===== config.mk =====
export PLATFORM = sky130hd
export DESIGN_NAME = ndev_led_serial_tx
export DESIGN_NICKNAME = d
export VERILOG_FILES = /design/src/rtl/ndev_led_serial_tx.sv
export SDC_FILE = /design/constraint.sdc
export NUM_CORES = 1
export LEC_CHECK = 0
export ABC_AREA = 1
export BUFFER_PORTS_ARGS = -buffer_cell sky130_fd_sc_hd__buf_2
export CORE_MARGIN = 4
export CORE_UTILIZATION = 59
export CTS_CLUSTER_DIAMETER = 40
export CTS_CLUSTER_SIZE = 24
export DETAILED_ROUTE_END_ITERATION = 10
export MAX_ROUTING_LAYER = met4
export PLACE_DENSITY = 0.84
export SLEW_MARGIN = 10
export SYNTH_ARGS = -nofsm -noshare
export SYNTH_HDL_FRONTEND = slang
export SYNTH_SLANG_ARGS = --single-unit

===== constraint.sdc =====
create_clock -name CLK -period 2.7 [get_ports CLK]
set_input_delay 0.27 -clock CLK [delete_from_list [all_inputs] [get_ports CLK]]
set_output_delay 0.27 -clock CLK [all_outputs]
set_load 0.005 [all_outputs]

===== src/rtl/ndev_led_serial_tx.sv =====
// NDEV_LED debug-port serial framing transmitter: takes bytes over valid/ready and
// plays the 0x0F/0x8F preamble, per-bit low/high codes and 0x8F commit onto DEBUG_OUT.
module ndev_led_serial_tx #(
    parameter int unsigned HOLD_CYCLES = 4,
    parameter logic [7:0]  IDLE_CODE   = 8'h00
) (
    input  logic        CLK,
    input  logic        RST_N,
    input  logic        tx_valid,
    input  logic [7:0]  tx_data,
    output logic        tx_ready,
    input  logic        session_restart,
    output logic [7:0]  DEBUG_OUT,
    output logic        busy,
    output logic [15:0] bytes_sent
);

    localparam int unsigned CW = $clog2(HOLD_CYCLES + 1);

    if (HOLD_CYCLES == 0 || IDLE_CODE[7]) begin : g_bad_params
        $error("ndev_led_serial_tx: HOLD_CYCLES must be >= 1 and IDLE_CODE[7] must be 0");
    end

    typedef enum logic [2:0] {
        StIdle,
        StPre0,
        StPre1,
        StBitLo,
        StBitHi,
        StCommit
    } state_t;

    state_t        state_q, state_d;
    logic [CW-1:0] phase_q, phase_d;
    logic [2:0]    bit_idx_q, bit_idx_d;
    logic [7:0]    shift_q, shift_d;
    logic [7:0]    code_q, code_d;
    logic [15:0]   bytes_sent_q, bytes_sent_d;
    logic          need_pre_q, need_pre_d;
    logic          hold_done;
    logic          pre_done;
    logic [1:0]    rst_sync_q;
    logic          rst_int_n;

    // Reset asserts asynchronously but releases only after two clean clock edges.
    always_ff @(posedge CLK or negedge RST_N) begin
        if (!RST_N) begin
            rst_sync_q <= 2'b00;
        end else begin
            rst_sync_q <= {rst_sync_q[0], 1'b1};
        end
    end

    assign rst_int_n = rst_sync_q[1];
    assign hold_done = (phase_q == CW'(HOLD_CYCLES - 1));

    always_comb begin
        state_d      = state_q;
        phase_d      = phase_q;
        bit_idx_d    = bit_idx_q;
        shift_d      = shift_q;
        bytes_sent_d = bytes_sent_q;
        pre_done     = 1'b0;

        if (state_q != StIdle) begin
            phase_d = hold_done ? '0 : phase_q + CW'(1);
        end

        unique case (state_q)
            StIdle: begin
                if (tx_valid) begin
                    shift_d   = tx_data;
                    bit_idx_d = 3'd7;
                    phase_d   = '0;
                    state_d   = (need_pre_q || session_restart) ? StPre0 : StBitLo;
                end
            end
            StPre0: begin
                if (hold_done) state_d = StPre1;
            end
            StPre1: begin
                if (hold_done) begin
                    state_d  = StBitLo;
                    pre_done = 1'b1;
                end
            end
            StBitLo: begin
                if (hold_done) state_d = StBitHi;
            end
            StBitHi: begin
                if (hold_done) begin
                    shift_d = {shift_q[6:0], 1'b0};
                    if (bit_idx_q == 3'd0) begin
                        state_d = StCommit;
                    end else begin
                        bit_idx_d = bit_idx_q - 3'd1;
                        state_d   = StBitLo;
                    end
                end
            end
            StCommit: begin
                if (hold_done) begin
                    state_d      = StIdle;
                    bytes_sent_d = bytes_sent_q + 16'd1;
                end
            end
            default: state_d = StIdle;
        endcase

        // A restart request wins over the clear at the end of a preamble.
        if (session_restart) begin
            need_pre_d = 1'b1;
        end else if (pre_done) begin
            need_pre_d = 1'b0;
        end else begin
            need_pre_d = need_pre_q;
        end
    end

    // Port code is derived from the next state so it is registered alongside it.
    always_comb begin
        code_d = IDLE_CODE;
        unique case (state_d)
            StIdle:   code_d = IDLE_CODE;
            StPre0:   code_d = 8'h0F;
            StPre1:   code_d = 8'h8F;
            StBitLo:  code_d = {7'b0000000, shift_d[7]};
            StBitHi:  code_d = {7'b1000000, shift_d[7]};
            StCommit: code_d = 8'h8F;
            default:  code_d = IDLE_CODE;
        endcase
    end

    always_ff @(posedge CLK or negedge rst_int_n) begin
        if (!rst_int_n) begin
            state_q      <= StIdle;
            phase_q      <= '0;
            bit_idx_q    <= 3'd7;
            shift_q      <= 8'h00;
            code_q       <= IDLE_CODE;
            bytes_sent_q <= 16'h0000;
            need_pre_q   <= 1'b1;
        end else begin
            state_q      <= state_d;
            phase_q      <= phase_d;
            bit_idx_q    <= bit_idx_d;
            shift_q      <= shift_d;
            code_q       <= code_d;
            bytes_sent_q <= bytes_sent_d;
            need_pre_q   <= need_pre_d;
        end
    end

    assign DEBUG_OUT  = code_q;
    assign tx_ready   = (state_q == StIdle);
    assign busy       = (state_q != StIdle);
    assign bytes_sent = bytes_sent_q;

endmodule


==> results of run 1 <==
-- worst paths after layout --
path / startpoint / end / slack, ps / depth (start not counted)
min in group asynchronous: rst_sync_q[1] / bytes_sent[2] / 170 / 0
setup / recovery: state_q[0] / tx_ready / 1030 / 4
hold / removal: session_restart / need_pre_q / 110 / 3
hold reg to reg: rst_sync_q[1] / bytes_sent[2] / 170 / 0
setup reg to reg: phase_q[0] / bytes_sent[9] / 1090 / 8
max in group asynchronous: rst_sync_q[1] / need_pre_q / 1790 / 1
-- cells by family after synthesis --
family                   after synthesis  synth area share, %
AO/OA/AOI/OAI                         18                 5.43
other                                  2                0.354
adder cells (fa/ha/maj)                4                 2.36
buffers and inverters                 40                 8.32
AND/OR/NAND/NOR                      137                 32.7
XOR/XNOR                              11                 4.55
flip-flops                            39                 46.3
-- critical path, cell delays in order (launching register included) --
cell and delay (ps):
dfrtp_1 480, nor2_4 210, nand2_4 110, inv_1 120, buf_2 130
-- power by group through the flow --
| stage | Clock [W] | Combinational [W] | Sequential, W |
|---|---|---|---|
| 2_1_floorplan | 0 | 0.000565 | 0.000880 |
| 3_3_place_gp | 0 | 0.000733 | 0.000891 |
| 3_5_place_dp | 0 | 0.000751 | 0.000895 |
| 4_1_cts | 0.000494 | 0.000763 | 0.000886 |
| 5_1_grt | 0.000517 | 0.000883 | 0.000912 |
| 6_report | 0.000479 | 0.000756 | 0.000885 |
-- state kept, by name, summed over array words and instances, names as in the netlist --
register,count
shift_q,8
state_q,3
rst_sync_q,2
DEBUG_OUT,3
need_pre_q,1
phase_q,3
bit_idx_q,3
bytes_sent,16
-- stage by stage --
stage / total power, W / instances / area (um2)
after global placement: 0.00162 / 328 / 2320
after floorplan: 0.00144 / 253 / 2130
after CTS: 0.00214 / 337 / 2430
final: 0.00212 / 337 / 2430
after detailed placement: 0.00165 / 328 / 2320
after global routing: 0.00231 / 337 / 2430
-- routing by layer --
layer,share of wire (%),vias to the layer above,routed length [um],track usage [%]
met1,47,795,1990,29.8
met4,0.93,0,39,6.70
met2,48,40,2010,32.7
met5,0,-,0,-
li1,-,862,-,-
met3,3.9,5,166,5.09
-- layout by cell type (no fill, tap or decap), types with 2 or more instances in the layout --
cell        n
xor2_1      7
inv_1      30
dfrtp_1    35
nand2_2     3
dfstp_2     4
nor2_4      4
o21ai_0     7
nor3_1      2
xnor2_1     4
buf_2      34
nand3_4     2
ha_1        4
conb_1      4
nand4_1     5
nor2_1     20
nand3_1    19
nor2_8      2
inv_2       2
nand2_4     2
clkbuf_4    5
a22oi_1     6
bufinv_16   2
nand2_1    75
-- final cells by class --
| class | instances | area share [%] |
|---|---|---|
| clock buffers | 5 | 1.54 |
| well taps | 46 | 2.36 |
| inverters | 34 | 5.50 |
| flip-flops and latches | 39 | 40.3 |
| repair buffers | 36 | 7.71 |
| clock inverters | 3 | 2.77 |
| multi-input cells | 174 | 39.8 |
-- repair_timing --
item                      4_1_cts  5_1_grt
gates resized for setup         0        0
hold endpoints to repair        2        0
hold buffers                    1        0
==> results.md, run 1 <==
- Status: completed
- Final setup margin: 1030 ps
- Clk slew on worst S/H paths: 110 ps
- Number of antenna violations at the first check in global routing: 0
- Critical path class: flop to output port
- Worst vdd ir: 0.000579 V
- Max-slew violations: 0
- TritonCTS Buffers: 5
- WL per Instance: 12.5 um
- Initial core utilization: 62.5%
- Post-Route WL: 4210 um
- Flops & latches, synth: 39
- Final hold vios: 0
- RSZ-0062 raised after global routing: no
- Die Span X: 67.9 um
- Post-DP HPWL: 3140 um
- Main flop type after synthesis: dfrtp_1
- Flop pwr share: 41.7%
- Pwr per Cell Area: 871 nW/um2
- Final Cycle Share: 61.8%
- Finished Core Util: 71.8%
- Area contributors post-synth: dfrtp_1 41%, nand2_1 13%, inv_1 5.3%, dfstp_2 5.0%, nand3_1 4.5%
- P_int: 0.00133 W
- Post-synth EDFFs: 0
- Psw: 0.000795 W
- TritonCTS clock tree: yes
- Most frequent cells after synthesis: 75 x nand2_1, 35 x dfrtp_1, 30 x inv_1
- Htree depth: 2
- Avg Cell Area, Syn: 8.44 um2
- Clock power frac: 22.6%
- Critical Path Source Type: flop
- Nets@finish: 306
- DRT iter0 DRCs: 92
- CTS root buf: clkbuf_4
- Die height: 67.9 um
- Synth area leader: dfrtp_1
- First-pass GRT wire length: 7340 um
- FFs w/ async S/R, synth: 100%
- Final ANT Viol Nets: 0
- Drc violations: 0
- Hold WS: 112 ps
- Most common cell in the netlist: nand2_1
- Cell Area, Synth: 2120 um2
- Setup WS pre-CTS: 1150 ps
- All-layer global routing usage: 21.9%
- Clock skew: 4.70 ps
- Gate power share: 35.7%
- Gpl congestion: 0.892
- Clock Sinks: 39
- Worst Path Required: 2430 ps
- # Post-CTS Setup Buffers: 0
- Post-synthesis cell type count: 32
- # Max-Cap Violations: 0
- Layout cell share with drive strength beyond 1: 22.7%
- First drt pass iteration count: 4
- Multi-input logic area: 970 um2
- Gate Count Post-Synth: 251
- Via count: 1702
- Final setup fails: 0
- Vias in the first global route: 1632
- Reg area: 981 um2
- CP Max Fanout: 5
- Rows: 21
- Switch share: 37.5%
- Critical Path Sink Type: output port
- Leakage power: 1.34 nW
- Worst Hold Class: input port to flop
- Longest Clk Path Bufs: 2
- Area Growth Syn to Fin: 14.9%
- Sequential share of the synthesized area: 46.3%
- Top cell type's share of synthesized area: 41.3%
- Diodes inserted: 0
- Die area: 4620 um2
- Fmax: 599 MHz
- Fill count: 276
- Synth warn: 0
- CP arrival: 1400 ps
- Area of the core: 3390 um2
- Grt ovf: 0
- Via density: 5.05
- Largest net degree at the start of global routing: 28
- Clk_lat worst skew: 350 ps
- Port Buffers: 34
- Boundary pin count: 38
- Setup_tns: 0 ps
- Fin crit period: 1670 ps
Note: power is estimated with default switching activity, not from simulation.
==> inputs of run 2 (changes only) <==
- CORE_UTILIZATION: 59 -> 50
- PLACE_DENSITY: 0.84 -> 0.76
- clock period: 2.7 -> 1.3 ns (I/O delays scaled with it)
==> run 2 against run 1 <==
The run now ends with negative setup slack left; critical path depth is 5 higher; sequential share of layout area is 6.5 points lower; routed wire length is 18% higher; sequential power is 100% higher; design area is 20% higher; clock power is 54% higher; total power is 150% higher; worst hold slack worse by 56 ps; non-clock buffer count is 49 higher; flip-flop and latch count stayed put.
==> results.md, run 2 (synthesis gave the netlist of run 1 again) <==
- Worst Hold Class: input port to flop
- Clock skew: 8.91 ps (+4.21 ps)
- Longest Clk Path Bufs: 2 (unchanged)
- Post-route cell area: 2920 um2 (+20%)
- WL per Instance: 12.7 um (+1.9%)
- Placed cell area: 2590 um2 (+12%)
- Hold WS: 56.4 ps (-55.8 ps)
- Placed Cells: 365 (+11%)
- Critical Path Sink Type: flop
- Leakage power: 1.59 nW (+19%)
- Boundary pin count: 38 (unchanged)
- Post-DP HPWL: 3510 um (+12%)
- First-pass GRT wire length: 8360 um (+14%)
- Die area: 5350 um2 (+16%)
- Psw: 0.00195 W (+140%)
- Port Buffers: 34 (unchanged)
- Rows: 23 (+9.5%)
- Drc violations: 0 (unchanged)
- Max reg flops: 16 (unchanged)
- Via count: 1911 (+12%)
- HP Start: session_restart
- Diodes inserted: 0 (unchanged)
- Post-Route WL: 4950 um (+18%)
- CP Launch Point: state_q[1]
- Final Cycle Share: 113%
- # Max-Cap Violations: 0 (unchanged)
- Switch share: 37.2% (-0.35 points)
- Setup_tns: -2430 ps (-2430 ps)
- Clk slew on worst S/H paths: 70 ps (-40 ps)
- First drt pass iteration count: 5 (+1)
- Reg2reg start: state_q[1]
- Initial core utilization: 52.2% (-10 points)
- All-layer global routing usage: 20.6% (-1.3 points)
- Die Span X: 73.1 um (+7.6%)
- Nets@finish: 355 (+16%)
- Die height: 73.1 um (+7.6%)
- Commonest cells after routing, fill and taps aside: 72 x nand2_1, 42 x buf_4, 32 x buf_2
- Largest net degree at the start of global routing: 28 (unchanged)
- Clock power frac: 14.1% (-8.5 points)
- CP arrival: 1630 ps (+230 ps)
- Layout cell share with drive strength beyond 1: 40.1% (+17 points)
- Final non-filler cell total: 389 (+15%)
- Max-slew violations: 0 (unchanged)
- R2R setup slack: -170 ps (-1260 ps)
- RSZ-0062 raised after global routing: yes
- Final ANT Viol Nets: 0 (unchanged)
- Fmax: 681 MHz
- TritonCTS Buffers: 5 (unchanged)
- Worst vdd ir: 0.00129 V (+120%)
- Clk_lat worst skew: 280 ps (-70 ps)
- Area Growth Syn to Fin: 37.7%
- Final hold vios: 0 (unchanged)
- Status: finished, violations left
- Grt ovf: 0 (unchanged)
- DRT iter0 DRCs: 106 (+15%)
- Worst Path Required: 1460 ps (-970 ps)
- Via density: 4.91 (-2.7%)
- Gate power share: 51.4% (+16 points)
- TritonCTS clock tree: yes
- CP Max Fanout: 4 (-1)
- Gpl congestion: 0.841 (-5.7%)
- Area of the core: 4060 um2 (+20%)
- Critical path class: flop to flop
- Number of antenna violations at the first check in global routing: 0 (unchanged)
- Vias in the first global route: 1880 (+15%)
- Htree depth: 2 (unchanged)
- Final setup margin: -169 ps (-1200 ps)
- Pwr per Cell Area: 1800 nW/um2 (+110%)
- Critical Path Source Type: flop
- Flop pwr share: 34.5% (-7.2 points)
- Failing checks: negative setup slack
- Clock Sinks: 39 (unchanged)
- Total power: 0.00524 W (+150%)
- Final setup fails: 33 (+33)
- Fin crit period: 1470 ps
- CTS root buf: clkbuf_8
- Most common cell after layout, fill and taps aside: nand2_1
- P_int: 0.00330 W (+150%)
==> run 2: cell count changes in the layout (fill, tap and decap cells not counted), moves of 5 or more <==
cell      before  now
buf_6          0    9
clkbuf_8       0    5
buf_4          1   42
inv_4          0    5
clkbuf_4       5    0
inv_1         30   23
==> run 2: what timing repair did <==
item | in CTS | in global routing
endpoints found under the hold margin | 2 | 0
setup endpoints to repair | 27 | 36
pin swaps | 9 | 6
setup buffers | 11 | 5
gates resized for setup | 27 | 10
hold buffers | 1 | 0
==> run 2: stage by stage <==
stage / setup slack (ps) / util, %
final: -169 / 71.9
after global routing: -260 / 71.9
after CTS: -129 / 70.4
after detailed placement: -134 / 63.9
after global placement: -59.8 / 63.9
after floorplan: -21.8 / -
==> run 2: area by class of cell <==
class,instances,area (um2)
clock buffers,7,76.3
fillers,295,1140
flip-flops and latches,39,986
well taps,50,62.6
multi-input cells,174,1040
inverters,34,145
repair buffers,85,607
==> run 2: final timing paths <==
check                                end  cells after the start
min in group asynchronous  rst_sync_q[0]                      2
min reg2reg                   shift_q[5]                      1
max                         DEBUG_OUT[0]                      9
max reg2reg                 DEBUG_OUT[0]                      9
max in group asynchronous   bit_idx_q[0]                      1
min                           need_pre_q                      3
==> run 2: per-layer routing <==
| layer | GRT usage, % | share of wire (%) |
|---|---|---|
| met1 | 27.5 | 45 |
| met2 | 32.6 | 50 |
| met3 | 3.31 | 4.4 |
| met4 | 5.53 | 0.77 |
| met5 | - | 0 |
==> run 2: power groups by stage <==
stage          clock, W  sequential (W)  combinational (W)
2_1_floorplan         0         0.00185            0.00121
3_3_place_gp          0         0.00183            0.00191
3_5_place_dp          0         0.00184            0.00197
4_1_cts        0.000779         0.00181            0.00252
5_1_grt        0.000821         0.00186            0.00297
6_report       0.000740         0.00181            0.00270
==> run 2: worst max-delay path: stages, from the launching register on <==
cell	delay [ps]
dfrtp_2	430
nor2_4	180
buf_6	120
nand2_1	70
inv_2	70
nand2_2	120
nand3_1	140
nand3_2	90
nand2_1	80
nand3_1	60
==> inputs of run 3 (changes only) <==
- CORE_UTILIZATION: 50 -> 55
- GPL_TIMING_DRIVEN: not set -> 0
- PLACE_DENSITY: 0.76 -> 0.79
- SLEW_MARGIN: 10 -> not set
- clock period: 1.3 -> 1.65 ns (I/O delays scaled with it)
==> run 3 against run 2 <==
The run now ends clean; critical path type unchanged; combinational power fell by 52%; total power fell by 36%; first-iteration DRC count rose by 47%; clock power fell by 16%; worst hold slack improved by 20 ps; global-route usage fell by 2.2 points; largest cell class is now sequential cells; fmax fell by 4.0%; clock skew rose by 1.6 ps; sequential share of layout area rose by 6.0 points; sequential power fell by 19%; cell count fell by 11%.
==> results.md, run 3 (synthesis gave the netlist of run 1 again) <==
- Diodes inserted: 0 (unchanged)
- Crit path cell chain: ha_2, inv_1, nor2_4, nand4_1, nand2_1, nor2_2, inv_1, nand2_1, nand3_1
- CP Max Fanout: 7 (+3)
- Max reg flops: 16 (unchanged)
- TritonCTS Buffers: 5 (unchanged)
- Slowest CP cell: dfrtp_1
- Placed Cells: 335 (-8.2%)
- Post-DP HPWL: 3000 um (-15%)
- Final ANT Viol Nets: 0 (unchanged)
- # Max-Cap Violations: 0 (unchanged)
- Fill count: 321 (+8.8%)
- Via density: 5.06 (+3.0%)
- Post-Route WL: 4070 um (-18%)
- Grt ovf: 0 (unchanged)
- Number of antenna violations at the first check in global routing: 0 (unchanged)
- Worst Tran Pin Value: 796 ps
- Worst vdd ir: 0.000964 V (-25%)
- Longest Clk Path Bufs: 2 (unchanged)
- RSZ-0062 raised after global routing: no
- Nets@finish: 312 (-12%)
- Fin crit period: 1530 ps (+61.9 ps)
- Total power: 0.00337 W (-36%)
- Status: completed
- CP max stage delay: 370 ps (-60 ps)
- Critical Path Sink Type: flop
- Clock skew: 10.5 ps (+1.59 ps)
- Placed cell area: 2360 um2 (-9.0%)
- Delay-heaviest family, CP: simple AND/OR/NAND/NOR gates
- Initial core utilization: 57.5% (+5.2 points)
- Reg area: 982 um2 (-0.38%)
- Clk_lat worst skew: 290 ps (about the same)
- Via count: 1745 (-8.7%)
- Leakage power: 1.36 nW (-15%)
- Final Cycle Share: 92.8% (-20 points)
- Htree depth: 2 (unchanged)
- Worst Path Required: 1880 ps (+420 ps)
- Most common cell after layout, fill and taps aside: nand2_1
- Area Growth Syn to Fin: 16.6%
- Multi-input logic area: 980 um2 (-5.9%)
- All-layer global routing usage: 18.4% (-2.2 points)
- CP bufs+invs: 2 (unchanged)
- Vias in the first global route: 1681 (-11%)
- Post-route cell area: 2470 um2 (-15%)
- TritonCTS clock tree: yes
- Area of the core: 3690 um2 (-9.1%)
- CTS root buf: clkbuf_8
- Critical path class: flop to flop
- Setup_tns: 0 ps (+2430 ps)
- Final setup fails: 0 (-100%)
- Max-slew violations: 0 (unchanged)
- Commonest cells after routing, fill and taps aside: 75 x nand2_1, 35 x buf_2, 34 x dfrtp_1
- Worst Hold Class: input port to flop
- Final non-filler cell total: 345 (-11%)
- Die Span X: 70.1 um (-4.1%)
- Final hold vios: 0 (unchanged)
- Pwr per Cell Area: 1360 nW/um2 (-24%)
- CP arrival: 1760 ps (+130 ps)
- Critical Path Source Type: flop
- Drc violations: 0 (unchanged)
- Gpl congestion: 0.851 (+1.2%)
- Port Buffers: 34 (unchanged)
- Clock Sinks: 39 (unchanged)
- Largest net degree at the start of global routing: 38 (+36%)
- Rows: 22 (-4.3%)
- Clk slew on worst S/H paths: 80 ps (about the same)
- Die height: 70.1 um (-4.1%)
- Boundary pin count: 38 (unchanged)
- First drt pass iteration count: 4 (-1)
- Fmax: 653 MHz (-4.0%)
- WL per Instance: 11.8 um (-7.3%)
- First-pass GRT wire length: 7200 um (-14%)
- DRT iter0 DRCs: 156 (+47%)
- Layout cell share with drive strength beyond 1: 25.6% (-15 points)
- Die area: 4910 um2 (-8.1%)
- Max-slew headroom: 46.9%
[run 3: worst paths after layout]
kind | start | to | slack [ps] | depth (start not counted)
setup / recovery | phase_q[0] | DEBUG_OUT[0] | 120 | 9
hold / removal | session_restart | need_pre_q | 80 | 3
setup reg to reg | phase_q[0] | DEBUG_OUT[0] | 120 | 9
hold reg to reg | rst_sync_q[1] | shift_q[6] | 360 | 0
max in group asynchronous | rst_sync_q[1] | bytes_sent[6] | 780 | 0
min in group asynchronous | RST_N | rst_sync_q[1] | 190 | 2
[run 3: worst register-to-register path: cells and delay by family, from the launching register on]
| kind | cells | cell delay, ps |
|---|---|---|
| DFF | 1 | 370 |
| and+or+nand+nor | 6 | 720 |
| adders and majority gates | 1 | 240 |
| buffers and inverters | 2 | 140 |
[run 3: where the power goes]
group          leakage, nW  internal, W  switching (W)
Sequential           0.478      0.00123       0.000234
Clock               0.0412     0.000295       0.000324
Combinational        0.843     0.000520       0.000765
Total                 1.36      0.00205        0.00132
[run 3: cell type report]
type / instances / area share [%]
Tap cell: 48 / 2.43
Buffer: 6 / 1.72
Clock buffer: 6 / 2.94
Sequential cell: 39 / 39.7
Multi-Input combinational cell: 174 / 39.6
Inverter: 34 / 5.42
Clock inverter: 2 / 0.506
Timing Repair Buffer: 36 / 7.59
[run 3: layer usage]
metal | routed length [um] | track usage [%] | up-vias
li1 | - | - | 875
met1 | 1940 | 25.2 | 822
met2 | 1850 | 27.3 | 39
met3 | 210 | 4.89 | 9
met4 | 75 | 4.68 | 0
met5 | 0 | - | -
[run 3: timing repair]
action,CTS,global route
buffers inserted,0,1
hold buffers,1,0
resized for setup,0,4
setup endpoints to repair,0,5
endpoints found under the hold margin,2,0
[run 3: per-stage QoR]
stage / util, % / hold slack (ps) / setup slack [ps]
after global routing: 67.0 / 83.0 / 11.4
after floorplan: - / -131 / 240
after global placement: 63.9 / -47.9 / 91.2
after detailed placement: 63.9 / -48.4 / 61.8
after CTS: 66.5 / 73.6 / 70.2
final: 67.0 / 76.4 / 119
